$ cat config.mk
export PLATFORM = sky130hd
export DESIGN_NAME = shared_bus_arbiter
export DESIGN_NICKNAME = d
export VERILOG_FILES = /design/src/rtl/bus_arb_pkg.sv /design/src/rtl/rr_pick.sv /design/src/rtl/shared_bus_arbiter.sv
export SDC_FILE = /design/constraint.sdc
export NUM_CORES = 1
export LEC_CHECK = 0
export CAP_MARGIN = 25
export CORE_AREA = 2 2 39 41
export CTS_BUF_LIST = sky130_fd_sc_hd__clkbuf_16
export DETAILED_ROUTE_END_ITERATION = 7
export DIE_AREA = 0 0 41 43
export GPL_TIMING_DRIVEN = 0
export PLACE_DENSITY = 0.65
export SYNTH_ARGS = -nofsm -noshare
export SYNTH_HDL_FRONTEND = slang
export SYNTH_SLANG_ARGS = --single-unit
$ cat constraint.sdc
create_clock -name clk -period 1.2 [get_ports clk]
set_input_delay 0.24 -clock clk [delete_from_list [all_inputs] [get_ports clk]]
set_output_delay 0.24 -clock clk [all_outputs]
set_load 0.01 [all_outputs]
$ cat src/rtl/bus_arb_pkg.sv
// Shared types and constants for the shared-bus arbiter: FSM state encoding,
// turnaround length and the owner-index width helper.
package bus_arb_pkg;

  typedef enum logic [1:0] {
    IDLE  = 2'd0,
    GRANT = 2'd1,
    TURN  = 2'd2
  } arb_state_t;

  localparam int TURNAROUND_CYCLES = 1;

  // Index width for n requesters; never narrower than one bit.
  function automatic int owner_w(input int n);
    return (n > 1) ? $clog2(n) : 1;
  endfunction

endpackage

$ cat src/rtl/rr_pick.sv
// Combinational round-robin picker: scans from last+1 (mod NUM_REQ) and
// returns the first requesting index, both one-hot and encoded.
module rr_pick
  import bus_arb_pkg::*;
#(
  parameter int  NUM_REQ = 2,
  localparam int IW      = owner_w(NUM_REQ)
) (
  input  logic [NUM_REQ-1:0] req,
  input  logic [IW-1:0]      last,
  output logic [NUM_REQ-1:0] winner,
  output logic [IW-1:0]      win_idx
);

  always_comb begin
    logic [IW-1:0] idx;
    idx     = '0;
    winner  = '0;
    win_idx = '0;
    // Walk the ring backwards so the nearest requester after 'last' is written last.
    for (int i = NUM_REQ; i >= 1; i--) begin
      idx = IW'((int'(last) + i) % NUM_REQ);
      if (req[idx]) begin
        winner      = '0;
        winner[idx] = 1'b1;
        win_idx     = idx;
      end
    end
  end

endmodule

$ cat src/rtl/shared_bus_arbiter.sv
// Tri-state bus ownership sequencer: one-hot registered grants, a one-cycle
// no-driver turnaround between owners, per-tenure hold limit, round-robin.
module shared_bus_arbiter
  import bus_arb_pkg::*;
#(
  parameter int  NUM_REQ  = 2,
  parameter int  DATA_W   = 8,
  parameter int  MAX_HOLD = 4,
  localparam int IW       = owner_w(NUM_REQ),
  localparam int HW       = $clog2(MAX_HOLD + 1)
) (
  input  logic               clk,
  input  logic               rst_n,
  input  logic [NUM_REQ-1:0] req,
  input  logic [NUM_REQ-1:0] done,
  output logic [NUM_REQ-1:0] gnt,
  output logic [NUM_REQ-1:0] drive_en,
  output logic [IW-1:0]      owner_id,
  output logic               bus_busy,
  output logic               preempt,
  output arb_state_t         state
);

  if (NUM_REQ < 2 || MAX_HOLD < 1 || DATA_W < 1 || TURNAROUND_CYCLES != 1) begin : g_bad_cfg
    $error("shared_bus_arbiter: unsupported parameter set");
  end

  arb_state_t         state_q, state_d;
  logic [NUM_REQ-1:0] gnt_q, gnt_d;
  logic [NUM_REQ-1:0] drive_q;
  logic [IW-1:0]      owner_q, owner_d;
  logic [IW-1:0]      last_q, last_d;
  logic [HW-1:0]      hold_q, hold_d;
  logic               preempt_q, preempt_d;

  logic [NUM_REQ-1:0] pick_onehot;
  logic [IW-1:0]      pick_idx;
  logic               any_req, owner_done, owner_req, hold_hit, release_now;

  rr_pick #(.NUM_REQ(NUM_REQ)) u_pick (
    .req     (req),
    .last    (last_q),
    .winner  (pick_onehot),
    .win_idx (pick_idx)
  );

  assign any_req     = |req;
  assign owner_done  = done[owner_q];
  assign owner_req   = req[owner_q];
  assign hold_hit    = (hold_q == HW'(MAX_HOLD));
  assign release_now = owner_done | ~owner_req | hold_hit;

  always_ff @(posedge clk) begin
    if (!rst_n) begin
      state_q   <= IDLE;
      gnt_q     <= '0;
      drive_q   <= '0;
      owner_q   <= '0;
      last_q    <= IW'(NUM_REQ - 1);
      hold_q    <= '0;
      preempt_q <= 1'b0;
    end else begin
      state_q   <= state_d;
      gnt_q     <= gnt_d;
      drive_q   <= gnt_d;
      owner_q   <= owner_d;
      last_q    <= last_d;
      hold_q    <= hold_d;
      preempt_q <= preempt_d;
    end
  end

  always_comb begin
    state_d = state_q;
    case (state_q)
      IDLE:    if (any_req) state_d = GRANT;
      GRANT:   if (release_now) state_d = TURN;
      TURN:    state_d = any_req ? GRANT : IDLE;
      default: state_d = IDLE;
    endcase
  end

  always_comb begin
    gnt_d     = gnt_q;
    owner_d   = owner_q;
    last_d    = last_q;
    hold_d    = hold_q;
    preempt_d = 1'b0;
    case (state_q)
      GRANT: begin
        if (release_now) begin
          gnt_d     = '0;
          last_d    = owner_q;
          hold_d    = '0;
          // Only a pure hold-limit cut counts as preemption.
          preempt_d = hold_hit & ~owner_done & owner_req;
        end else begin
          hold_d = hold_hit ? hold_q : hold_q + 1'b1;
        end
      end
      default: begin
        gnt_d = '0;
        if (any_req) begin
          gnt_d   = pick_onehot;
          owner_d = pick_idx;
          hold_d  = HW'(1);
        end
      end
    endcase
  end

  assign gnt      = gnt_q;
  assign drive_en = drive_q;
  assign owner_id = owner_q;
  assign bus_busy = |gnt_q;
  assign preempt  = preempt_q;
  assign state    = state_q;

endmodule

### After elaboration in Yosys (flattened, before gate mapping)

Index checks and enable logic that the tools add are counted.

* shift-type cells: 0
* bitwise gates (word level): 7
* eq/ne operators: 6
* divide/modulo/power cells: 0
* reductions and logical operators: 11
* mux-type cells: 27
* multipliers: 0
* $add $sub $neg: 3
* magnitude comparators: 5

Operators with widths (count)
* 2-to-1 mux 2 bit: 7
* 2-to-1 mux 1 bit: 13
* 2-to-1 mux 3 bit: 4
* AND reduction 2 bit: 4
* < comparator 1 x 2 -> 1 bit, second input constant: 3
* one-hot mux 2 bit (3 select lines): 1
* != test 2 bit, second input constant: 2
* OR reduction 2 bit: 2
* adder 3 x 1 -> 3 bit, second input constant: 1
* == test 3 bit, second input constant: 1
* != test 3 bit, second input constant: 1
* NOT 1 bit: 3
* AND reduction 3 bit: 1
* adder 1 bit, second input constant: 2
* AND 1 bit: 2
* demux 1 bit (select 1 bit): 2
* == test 2 x 1 -> 1 bit, second input constant: 1
* == test 2 bit, second input constant: 1
* >= comparator 1 bit, second input constant: 2
* logical AND 1 bit: 2
* zero test 2 bit: 1
* OR 1 bit: 2
* nonzero test 2 bit: 1

* register bits after elaboration: 10
* bits in writable memories: 0
* latch bits: 0
* logic and storage cells: 65
* memories: 0
* output and inout bits: 9
* bits of input ports: 6
* ROM bits: 0

### Logic depth before layout (Yosys ltp)

Gate-level depths: netlist of run 1.

* depth after elaboration: 9
* gate-level depth with buffers: 6
* mapped depth without buffers: 6

### Hierarchy

From an unflattened synthesis of run 1, not the netlist that was laid out.

* cells, all modules: 60
* area, all modules: 541.8 µm²

Modules (own cells, without submodules)
* shared_bus_arbiter: cells each 56, sequential area each 200.2 µm², times used 1, area an instance 515.5 µm²
* rr_pick: cells each 4, sequential area each 0.0 µm², times used 1, area an instance 26.3 µm²

### Least setup slack after synthesis of run 1

OpenSTA, ideal clock, no wires.

* path kind: flip-flop to flip-flop
* start point: register owner_q, in the netlist owner_id
* end point: register last_q
* stages on the path, launching flop included: 4
* setup slack: 0.026 ns
* required time: 1.080 ns
* setup time: 0.120 ns
* arrival time: 1.054 ns
* buffers on the path: 0
* period minus slack after synthesis: 1.174 ns
* cell sequence: dfxtp_1 and3b_4 o21a_4 a211o_1

* word-level cells in the longest chain between the ends: 6
* elaborated cells on any way between the ends: 8
* classes of those cells: mux (4); bitwise (3); reduce/logical (1)

Ends and longest elaborated chain
* from (decl): RTL line shared_bus_arbiter.sv:31 `logic [IW-1:0] owner_q, owner_d;`
* from (signal assigned): RTL line shared_bus_arbiter.sv:66 `owner_q <= owner_d;`
* 2-to-1 mux 1 bit (implied by the code) (2 in series): RTL line shared_bus_arbiter.sv:49 `assign owner_req = req[owner_q];`
* NOT 1 bit: RTL line shared_bus_arbiter.sv:51 `assign release_now = owner_done | ~owner_req | hold_hit;`
* OR 1 bit (2 in series): RTL line shared_bus_arbiter.sv:51
* AND reduction 2 bit (no line)
* to (signal assigned): RTL line shared_bus_arbiter.sv:59 `last_q <= IW'(NUM_REQ - 1);`
* to (signal assigned): RTL line shared_bus_arbiter.sv:67 `last_q <= last_d;`
* to (decl): RTL line shared_bus_arbiter.sv:32 `logic [IW-1:0] last_q, last_d;`

Parallel ways exist; a longest one is shown, timed or not. The select of a mux whose other input is x is not followed.
A chain may end at the register's enable or synchronous reset.

==> results of run 1 <==
## registers in the layout (all words and copies together), names as in the netlist
name	flops
owner_id	1
last_q	1
hold_q	3
preempt	1
state	2
drive_en	2
## worst min-delay path by stage
stage / to / slack [ps] / cells past startpoint
4_1_cts: drive_en[0]$_SDFFE_PN0P_ / 460 / 3
3_3_place_gp: hold_q[1]$_SDFFE_PN0P_ / 480 / 2
3_5_place_dp: hold_q[1]$_SDFFE_PN0P_ / 500 / 2
5_1_grt: drive_en[0]$_SDFFE_PN0P_ / 490 / 3
2_1_floorplan: last_q$_SDFFE_PN1P_ / 380 / 2
6_report: drive_en[0]$_SDFFE_PN0P_ / 470 / 3
## worst min-delay path, cell delays in order
cell	delay [ps]
dlygate4sd2_1	260
o21ai_0	80
o32ai_1	70
## metal layers
layer,up-vias,share of wire [%],track usage (%)
li1,234,-,-
met3,3,4.4,7.853
met1,203,44,15.58
met5,-,0,0
met2,11,49,21.56
met4,0,3.0,12.00
## area by class of cell
cell class / instances / area (µm²)
inverter: 4 / 15.01
buffer: 3 / 20.02
timing repair buffer: 14 / 130.1
sequential: 10 / 206.4
tap: 16 / 20.02
multi-input combinational: 41 / 260.3
fill: 137 / 656.9
clock buffer: 3 / 75.07
## synth_stat cells
cell type	number
a31oi_1	1
nor2_1	5
buf_2	1
ha_1	2
a21oi_1	6
o21ai_0	3
or2_2	1
o21a_4	1
xor2_1	1
nor3_1	1
dfxtp_1	10
o32ai_1	2
nor2b_1	1
nand2b_1	1
nand3_1	7
nand2_1	6
inv_1	4
nor3b_2	1
and3b_4	1
a211o_1	1
buf_4	2
## kinds of logic after synthesis
logic type | synth area share [%]
buffers and inverters | 7.195
AO/OA/AOI/OAI | 19.02
adder cells (fa/ha/maj) | 5.141
XOR/XNOR | 1.800
flip-flops | 41.13
AND/OR/NAND/NOR | 25.71
## repair_timing
| action | CTS | global route |
|---|---|---|
| setup buffers | 0 | 0 |
| setup endpoints to repair | 15 | 5 |
| pin swaps | 0 | 0 |
| gates cloned | 0 | 0 |
| gates resized for setup | 21 | 6 |
## stage by stage
step	std cells	util [%]	area [µm²]	hold slack, ps
after global placement	88	46.75	646.9	482.4
after global routing	91	52.53	726.9	490.0
after floorplan	58	-	486.7	381.4
final	91	52.53	726.9	466.3
after detailed placement	88	46.75	646.9	496.3
after CTS	91	51.90	718.2	462.2
## power groups by stage
stage | clock (W) | combinational, W | sequential [W]
final | 0.000583 | 0.000157 | 0.000374
after global placement | 0 | 0.000167 | 0.000377
after CTS | 0.000599 | 0.000157 | 0.000373
after floorplan | 0 | 0.0000853 | 0.000380
after detailed placement | 0 | 0.000166 | 0.000377
after global routing | 0.000613 | 0.000174 | 0.000378
==> run metrics, run 1 <==
die width 41 µm; reg2reg end last_q$_SDFFE_PN1P_; HP Start req[0]; Max Cap Violations 0; post-detail-place hpwl 764.5 µm; Mapped Nets 66; nets@finish 85; outcome finished, final reports clean; Synth top area share 41.13%; Critical Path Source drive_en[0]$_SDFFE_PN0P_; clock sink total 10; Final ANT Viol Nets 0; Slew @ Worst Pin 331.4 ps; part of the Yosys area used for sequential elements 41.13%; cell taking the most area after synthesis dfxtp_1; CP Class register to primary output; routed length per instance 11.46 µm; layout cells sized above 1 25.33%; Tcrit/Tclk final 96.66%; final slew viol count 0; clock share of power 52.3%; worst path cell trace or2_4 > buf_6; core area 1384 µm²; router iterations before antenna repair 4; GPL Wtd Cong 0.7300; CTS Hold Bufs 0; CP Launch Type register; most frequent cells in the layout dlygate4sd2_1, nand3_1; R2R Setup Slk 40 ps; min-delay worst type input port to register; Worst Path Buf+Inv 1; Critical Path Max Stage Delay 320 ps; Peak VDD IR 0.9273 mV; largest net degree at the start of global routing 11; Die Height 43 µm; Pleak 0.3257 nW; crit end category primary output; Clock Skews 2.771 ps; worst-path fanout max 4; pre-CTS setup slack -366.2 ps; final WL 1.043 mm; setup TNS 0 ps; number of global-route vias before repair 413; clock buffer depth 2; vias post-DR 451; warnings from Yosys 0; Clk Latency, worst-skew pair 240 ps; Flop pwr share 33.6%; port bufs 14; Final WS setup 40.13 ps; diode count 0; H-tree depth 1; Total GRT Usage 15.11%; total chip power 0.001114 W; critical path endpoint bus_busy; R2R cell count 3; Post-Syn Area 486.7 µm²; Die Area 1763 µm²; num ports 15; GRT overflow 0; fmax 862.2 MHz; DRT iter0 DRCs 11; Remaining DRCs 0; num rows 14; Comb pwr share 14.1%; routed vias/inst 4.956; Reg-to-Reg Start owner_id$_SDFFE_PN0P_; initial antenna violation count 0; mean post-synth cell area 8.392 µm²; Req. time, crit path 960 ps; CP delay by family, top flip-flops; RSZ-0062 raised after global routing true; area delta synth->final 49.36%; cts bufs inserted 3; P per Cell Area 1532 nW/µm²; Crit path depth 2; Yosys reg bits 10; Sw Ratio 22.03%; CP arrival 920 ps; cell-internal power 0.0008686 W; Synth cell types 21; Tmin final 1160 ps; max_slew headroom 77.83%; Starting Density 35.17%; clock transition at the registers of the reported paths 40 ps; Hold Vio Cnt, Final 0; first-pass GRT wire length 1.669 mm; Sw Pwr 0.0002455 W; Area contributors post-synth dfxtp_1, nand3_1, a21oi_1; TritonCTS clock tree built; Post-Syn Instances 58; most common cell after layout, fill and taps aside dlygate4sd2_1; CTS Root Cell clkbuf_16; final setup fails 0; Critical-path top delay cell dfxtp_2
(Power assumes the default switching activity.)
==> run 2: changes to the inputs <==
Settings changed: ABC_CLOCK_PERIOD_IN_PS set to 1200, MAX_ROUTING_LAYER set to met4.
==> run 2 against run 1 <==
Effect of this change: hold slack hardly changed; combinational power hardly changed; non-clock buffer count stayed put; register-to-register slack hardly changed; maximum frequency hardly changed; flip-flop and latch count stayed put; setup slack hardly changed; clock skew is 1.6 ps lower.
==> run metrics, run 2 (synthesis results as in run 1) <==
worst path cell trace or2_4 > buf_6 (unchanged); RSZ-0062 raised after global routing true (unchanged); first-pass GRT wire length 1.683 mm (was 1.669 mm); CTS Hold Bufs 0 (unchanged); CP arrival 920 ps (about the same); worst-path fanout max 4 (unchanged); CTS Root Cell clkbuf_16 (unchanged); final setup fails 0 (unchanged); number of global-route vias before repair 411 (was 413); Flop pwr share 33.5% (was 33.6%); Final ANT Viol Nets 0 (unchanged); num ports 15 (unchanged); layout cells sized above 1 25.33% (unchanged); Total GRT Usage 15.58% (was 15.11%); clock buffer depth 2 (unchanged); max reg flops 3 (unchanged); Sw Pwr 0.0002491 W (was 0.0002455 W); Starting Density 35.17% (unchanged); Die Height 43 µm (unchanged); Cells after DPL 88 (unchanged); max_slew headroom 77.12% (was 77.83%); Comb pwr share 14.1% (about the same); initial antenna violation count 0 (unchanged); Remaining DRCs 0 (unchanged); fmax 862.3 MHz (was 862.2 MHz); CP delay by family, top flip-flops (unchanged); GRT overflow 0 (unchanged); die width 41 µm (unchanged); diode count 0 (unchanged); Tmin final 1160 ps (about the same); Peak VDD IR 0.9280 mV (was 0.9273 mV); outcome finished, final reports clean (unchanged); CP Class register to primary output (unchanged); Max Cap Violations 0 (unchanged); cell-internal power 0.0008689 W (was 0.0008686 W); vias post-DR 451 (unchanged); core area 1384 µm² (unchanged); num rows 14 (unchanged); CP Launch Type register (unchanged); area delta synth->final 49.36% (unchanged); min-delay worst type input port to register (unchanged); Worst Path Buf+Inv 1 (unchanged); Sw Ratio 22.28% (was 22.03%); H-tree depth 1 (unchanged); router iterations before antenna repair 4 (unchanged); setup TNS 0 ps (unchanged); routed length per instance 11.45 µm (was 11.46 µm); Tcrit/Tclk final 96.64% (was 96.66%); Clock Skews 1.155 ps (was 2.771 ps); largest net degree at the start of global routing 11 (unchanged); DRT iter0 DRCs 13 (was 11); Die Area 1763 µm² (unchanged); clock sink total 10 (unchanged); Reg with most FFs hold_q (unchanged); Non-Filler Instances 91 (unchanged); Req. time, crit path 960 ps (about the same); routed vias/inst 4.956 (unchanged); P per Cell Area 1538 nW/µm² (was 1532 nW/µm²); most common cell after layout, fill and taps aside dlygate4sd2_1 (unchanged); Hold Vio Cnt, Final 0 (unchanged); most frequent cells in the layout dlygate4sd2_1, nand3_1 (unchanged); cts bufs inserted 3 (unchanged); clock share of power 52.5% (was 52.3%); port bufs 14 (unchanged); Slew @ Worst Pin 341.9 ps (was 331.4 ps); final slew viol count 0 (unchanged); final WL 1.042 mm (was 1.043 mm); post-detail-place hpwl 764.5 µm (unchanged); nets@finish 85 (unchanged); Pleak 0.3257 nW (unchanged); clock transition at the registers of the reported paths 40 ps (about the same); Critical Path Max Stage Delay 320 ps (about the same); Critical-path top delay cell dfxtp_2 (unchanged); Clk Latency, worst-skew pair 240 ps (about the same); crit end category primary output (unchanged); TritonCTS clock tree built (unchanged); GPL Wtd Cong 0.7389 (was 0.7300)
-- run 2: cell counts in the layout (fill, tap and decap cells not counted) --
No cell type changed its count.
-- run 2: power by group through the flow --
stage / clock [W] / combinational, W / sequential [W]
3_5_place_dp: 0 / 0.000166 / 0.000377
5_1_grt: 0.000617 / 0.000174 / 0.000378
3_3_place_gp: 0 / 0.000167 / 0.000377
6_report: 0.000587 / 0.000157 / 0.000374
2_1_floorplan: 0 / 0.0000853 / 0.000380
4_1_cts: 0.000599 / 0.000157 / 0.000373
-- run 2: metrics by stage --
step / instance area [µm²] / setup WS (ps) / util, % / hold WS [ps] / total power (W)
2_1_floorplan: 486.7 / 26.37 / - / 381.4 / 0.0004656
3_3_place_gp: 646.9 / -366.9 / 46.75 / 482.4 / 0.0005432
3_5_place_dp: 646.9 / -366.2 / 46.75 / 496.3 / 0.0005434
4_1_cts: 718.2 / 0.7309 / 51.90 / 462.2 / 0.001128
5_1_grt: 726.9 / -17.58 / 52.53 / 490.0 / 0.001170
6_report: 726.9 / 40.33 / 52.53 / 466.4 / 0.001118
-- run 2: cell type report --
type	count	area (µm²)
Buffer	3	20.02
Clock buffer	3	75.07
Fill cell	137	656.9
Inverter	4	15.01
Multi-Input combinational cell	41	260.3
Sequential cell	10	206.4
Tap cell	16	20.02
Timing Repair Buffer	14	130.1
-- run 2: what timing repair did --
item,4_1_cts,5_1_grt
pin swaps,0,0
buffers inserted,0,0
resized for setup,21,6
endpoints found under the setup margin,15,5
-- run 2: worst paths after layout --
kind                                 start                  endpoint  slack, ps  cells after the start
setup / recovery  drive_en[0]$_SDFFE_PN0P_                  bus_busy         40                      2
hold / removal                      req[0]  drive_en[0]$_SDFFE_PN0P_        470                      3
hold reg to reg   drive_en[1]$_SDFFE_PN0P_  drive_en[1]$_SDFFE_PN0P_        500                      2
setup reg to reg     owner_id$_SDFFE_PN0P_       last_q$_SDFFE_PN1P_         40                      3
-- run 2: worst register-to-register path: cells and delay by family, from the launching register on --
kind            cells  cell delay [ps]
compound gates      2              510
flops               1              330
simple gates        1              200
-- run 2: metal layers --
layer	part of all wire (%)	track usage, %	vias up
met4	3.0	12.00	0
li1	-	-	234
met3	4.5	7.853	3
met5	0	-	-
met1	43	15.91	203
met2	49	21.56	11
==> run 3: changes to the inputs <==
Settings changed: DONT_BUFFER_PORTS set to 1, PLACE_DENSITY 0.65 to not set.
==> run 3 against run 2 <==
Effect of this change: maximum frequency decreased by 0.59%; largest power group unchanged; critical path type unchanged; flip-flop and latch count unchanged; first-iteration DRC count decreased by 38%.
==> run metrics, run 3 (synthesis results as in run 1) <==
outcome finished, final reports clean (unchanged); diode count 0 (unchanged); core area 1384 µm² (unchanged); final WL 978 µm (was 1.042 mm); worst path cell trace or2_2 (was or2_4 > buf_6); Tmin final 1166 ps (was 1160 ps); Req. time, crit path 960 ps (about the same); Worst Path Buf+Inv 0 (was 1); Hold Vio Cnt, Final 0 (unchanged); fmax 857.3 MHz (was 862.3 MHz); reg2reg end last_q$_SDFFE_PN1P_ (unchanged); num ports 15 (unchanged); setup TNS 0 ps (unchanged); Starting Density 35.17% (unchanged); number of global-route vias before repair 341 (was 411); Reg-to-Reg Start owner_id$_SDFFE_PN0P_ (unchanged); num rows 14 (unchanged); Hold Path End last_q$_SDFFE_PN1P_ (was drive_en[0]$_SDFFE_PN0P_); nets@finish 72 (was 85); Critical Path Source drive_en[0]$_SDFFE_PN0P_ (unchanged); CP arrival 930 ps (was 920 ps); area delta synth->final 24.42% (was 49.36%); most common cell after layout, fill and taps aside dfxtp_1 (was dlygate4sd2_1); total chip power 0.001054 W (was 0.001118 W); CP Launch Type register (unchanged); Final ANT Viol Nets 0 (unchanged); Critical-path top delay cell dfxtp_1 (was dfxtp_2); Total GRT Usage 12.76% (was 15.58%); min-delay worst type input port to register (unchanged); initial antenna violation count 0 (unchanged); CTS Hold Bufs 0 (unchanged); H-tree depth 1 (unchanged); Peak VDD IR 0.8396 mV (was 0.9280 mV); Non-Filler Instances 78 (was 91); most frequent cells in the layout dfxtp_1, nand3_1, a21oi_1 (was dlygate4sd2_1, nand3_1); first-pass GRT wire length 1.428 mm (was 1.683 mm); HP Start rst_n (was req[0]); Reg with most FFs hold_q (unchanged); Slew @ Worst Pin 352.5 ps (was 341.9 ps); Clock Skews 0.4263 ps (was 1.155 ps); RSZ-0062 raised after global routing false (was true); P per Cell Area 1741 nW/µm² (was 1538 nW/µm²); final slew viol count 0 (unchanged); die width 41 µm (unchanged); CP Class register to primary output (unchanged); clock sink total 10 (unchanged); final setup fails 0 (unchanged); routed length per instance 12.54 µm (was 11.45 µm); Clk Latency, worst-skew pair 230 ps (was 240 ps); largest net degree at the start of global routing 11 (unchanged); worst-path fanout max 4 (unchanged); TritonCTS clock tree built (unchanged); layout cells sized above 1 25.81% (was 25.33%); routed vias/inst 5.115 (was 4.956); worst hold path cell count 2 (was 3); max_slew headroom 76.42% (was 77.12%); CP delay by family, top flip-flops (unchanged); R2R cell count 3 (unchanged); vias post-DR 399 (was 451); crit end category primary output (unchanged); Die Height 43 µm (unchanged); cts bufs inserted 3 (unchanged); R2R Setup Slk 50 ps (was 40 ps); CTS Root Cell clkbuf_16 (unchanged); Die Area 1763 µm² (unchanged); clock buffer depth 2 (unchanged); final core occ 43.76% (was 52.53%); Pleak 0.2460 nW (was 0.3257 nW); router iterations before antenna repair 4 (unchanged); Max Cap Violations 0 (unchanged); GRT overflow 0 (unchanged); GPL Wtd Cong 0.7504 (was 0.7389); max reg flops 3 (unchanged); Cells after DPL 74 (was 88); clock transition at the registers of the reported paths 40 ps (about the same); Remaining DRCs 0 (unchanged); DRT iter0 DRCs 8 (was 13); port bufs 0 (was 14); Critical Path Max Stage Delay 350 ps (was 320 ps); Tcrit/Tclk final 97.21% (was 96.64%); post-detail-place hpwl 711 µm (was 764.5 µm)
==> run 3: cell count changes in the layout (fill, tap and decap cells not counted), moves of 2 or more <==
cell | before | now
dfxtp_2 | 5 | 1
dlygate4sd2_1 | 9 | 0
clkdlybuf4s50_1 | 2 | 0
dfxtp_1 | 5 | 8
clkdlybuf4s15_1 | 2 | 0
==> run 3: worst max-delay path by stage <==
stage / cells past startpoint / to / slack, ps
2_1_floorplan: 3 / last_q$_SDFFE_PN1P_ / 30
3_3_place_gp: 3 / last_q$_SDFFE_PN1P_ / -30
3_5_place_dp: 3 / last_q$_SDFFE_PN1P_ / -30
4_1_cts: 3 / last_q$_SDFFE_PN1P_ / 8
5_1_grt: 5 / hold_q[0]$_SDFFE_PN0P_ / 0.3
6_report: 1 / bus_busy / 30
==> run 3: repair_timing <==
action                                  in CTS  in global routing
gates resized for setup                      2                  5
pin swaps                                    0                  2
buffers inserted                             0                  1
endpoints found under the setup margin       1                  7
==> run 3: stage by stage <==
stage | hold WS, ps | worst slack [ps] | area (µm²)
2_1_floorplan | 381.4 | 26.37 | 486.7
3_3_place_gp | 390.6 | -25.75 | 506.7
3_5_place_dp | 395.4 | -32.69 | 506.7
4_1_cts | 155.6 | 7.816 | 585.6
5_1_grt | 187.0 | 0.2964 | 605.6
6_report | 154.4 | 33.51 | 605.6
==> run 3: final cells by class <==
| class | count | area (µm²) |
|---|---|---|
| Buffer | 3 | 20.02 |
| Multi-Input combinational cell | 41 | 262.8 |
| Timing Repair Buffer | 1 | 7.507 |
| Clock buffer | 3 | 75.07 |
| Tap cell | 16 | 20.02 |
| Fill cell | 140 | 778.2 |
| Inverter | 4 | 15.01 |
| Sequential cell | 10 | 205.2 |
==> run 3: report_power, final <==
| part | switching (W) | leakage [nW] | internal [W] |
|---|---|---|---|
| clock network | 0.000137 | 0.0370 | 0.000430 |
| logic | 0.0000589 | 0.126 | 0.0000466 |
| registers | 0.0000263 | 0.0830 | 0.000355 |
==> run 3: routing by layer <==
layer	global-route usage [%]	vias to the layer above	wire length, µm
li1	-	210	-
met1	16.72	177	463
met2	15.00	10	456
met3	4.712	2	38
met4	10.00	0	19
met5	-	-	0
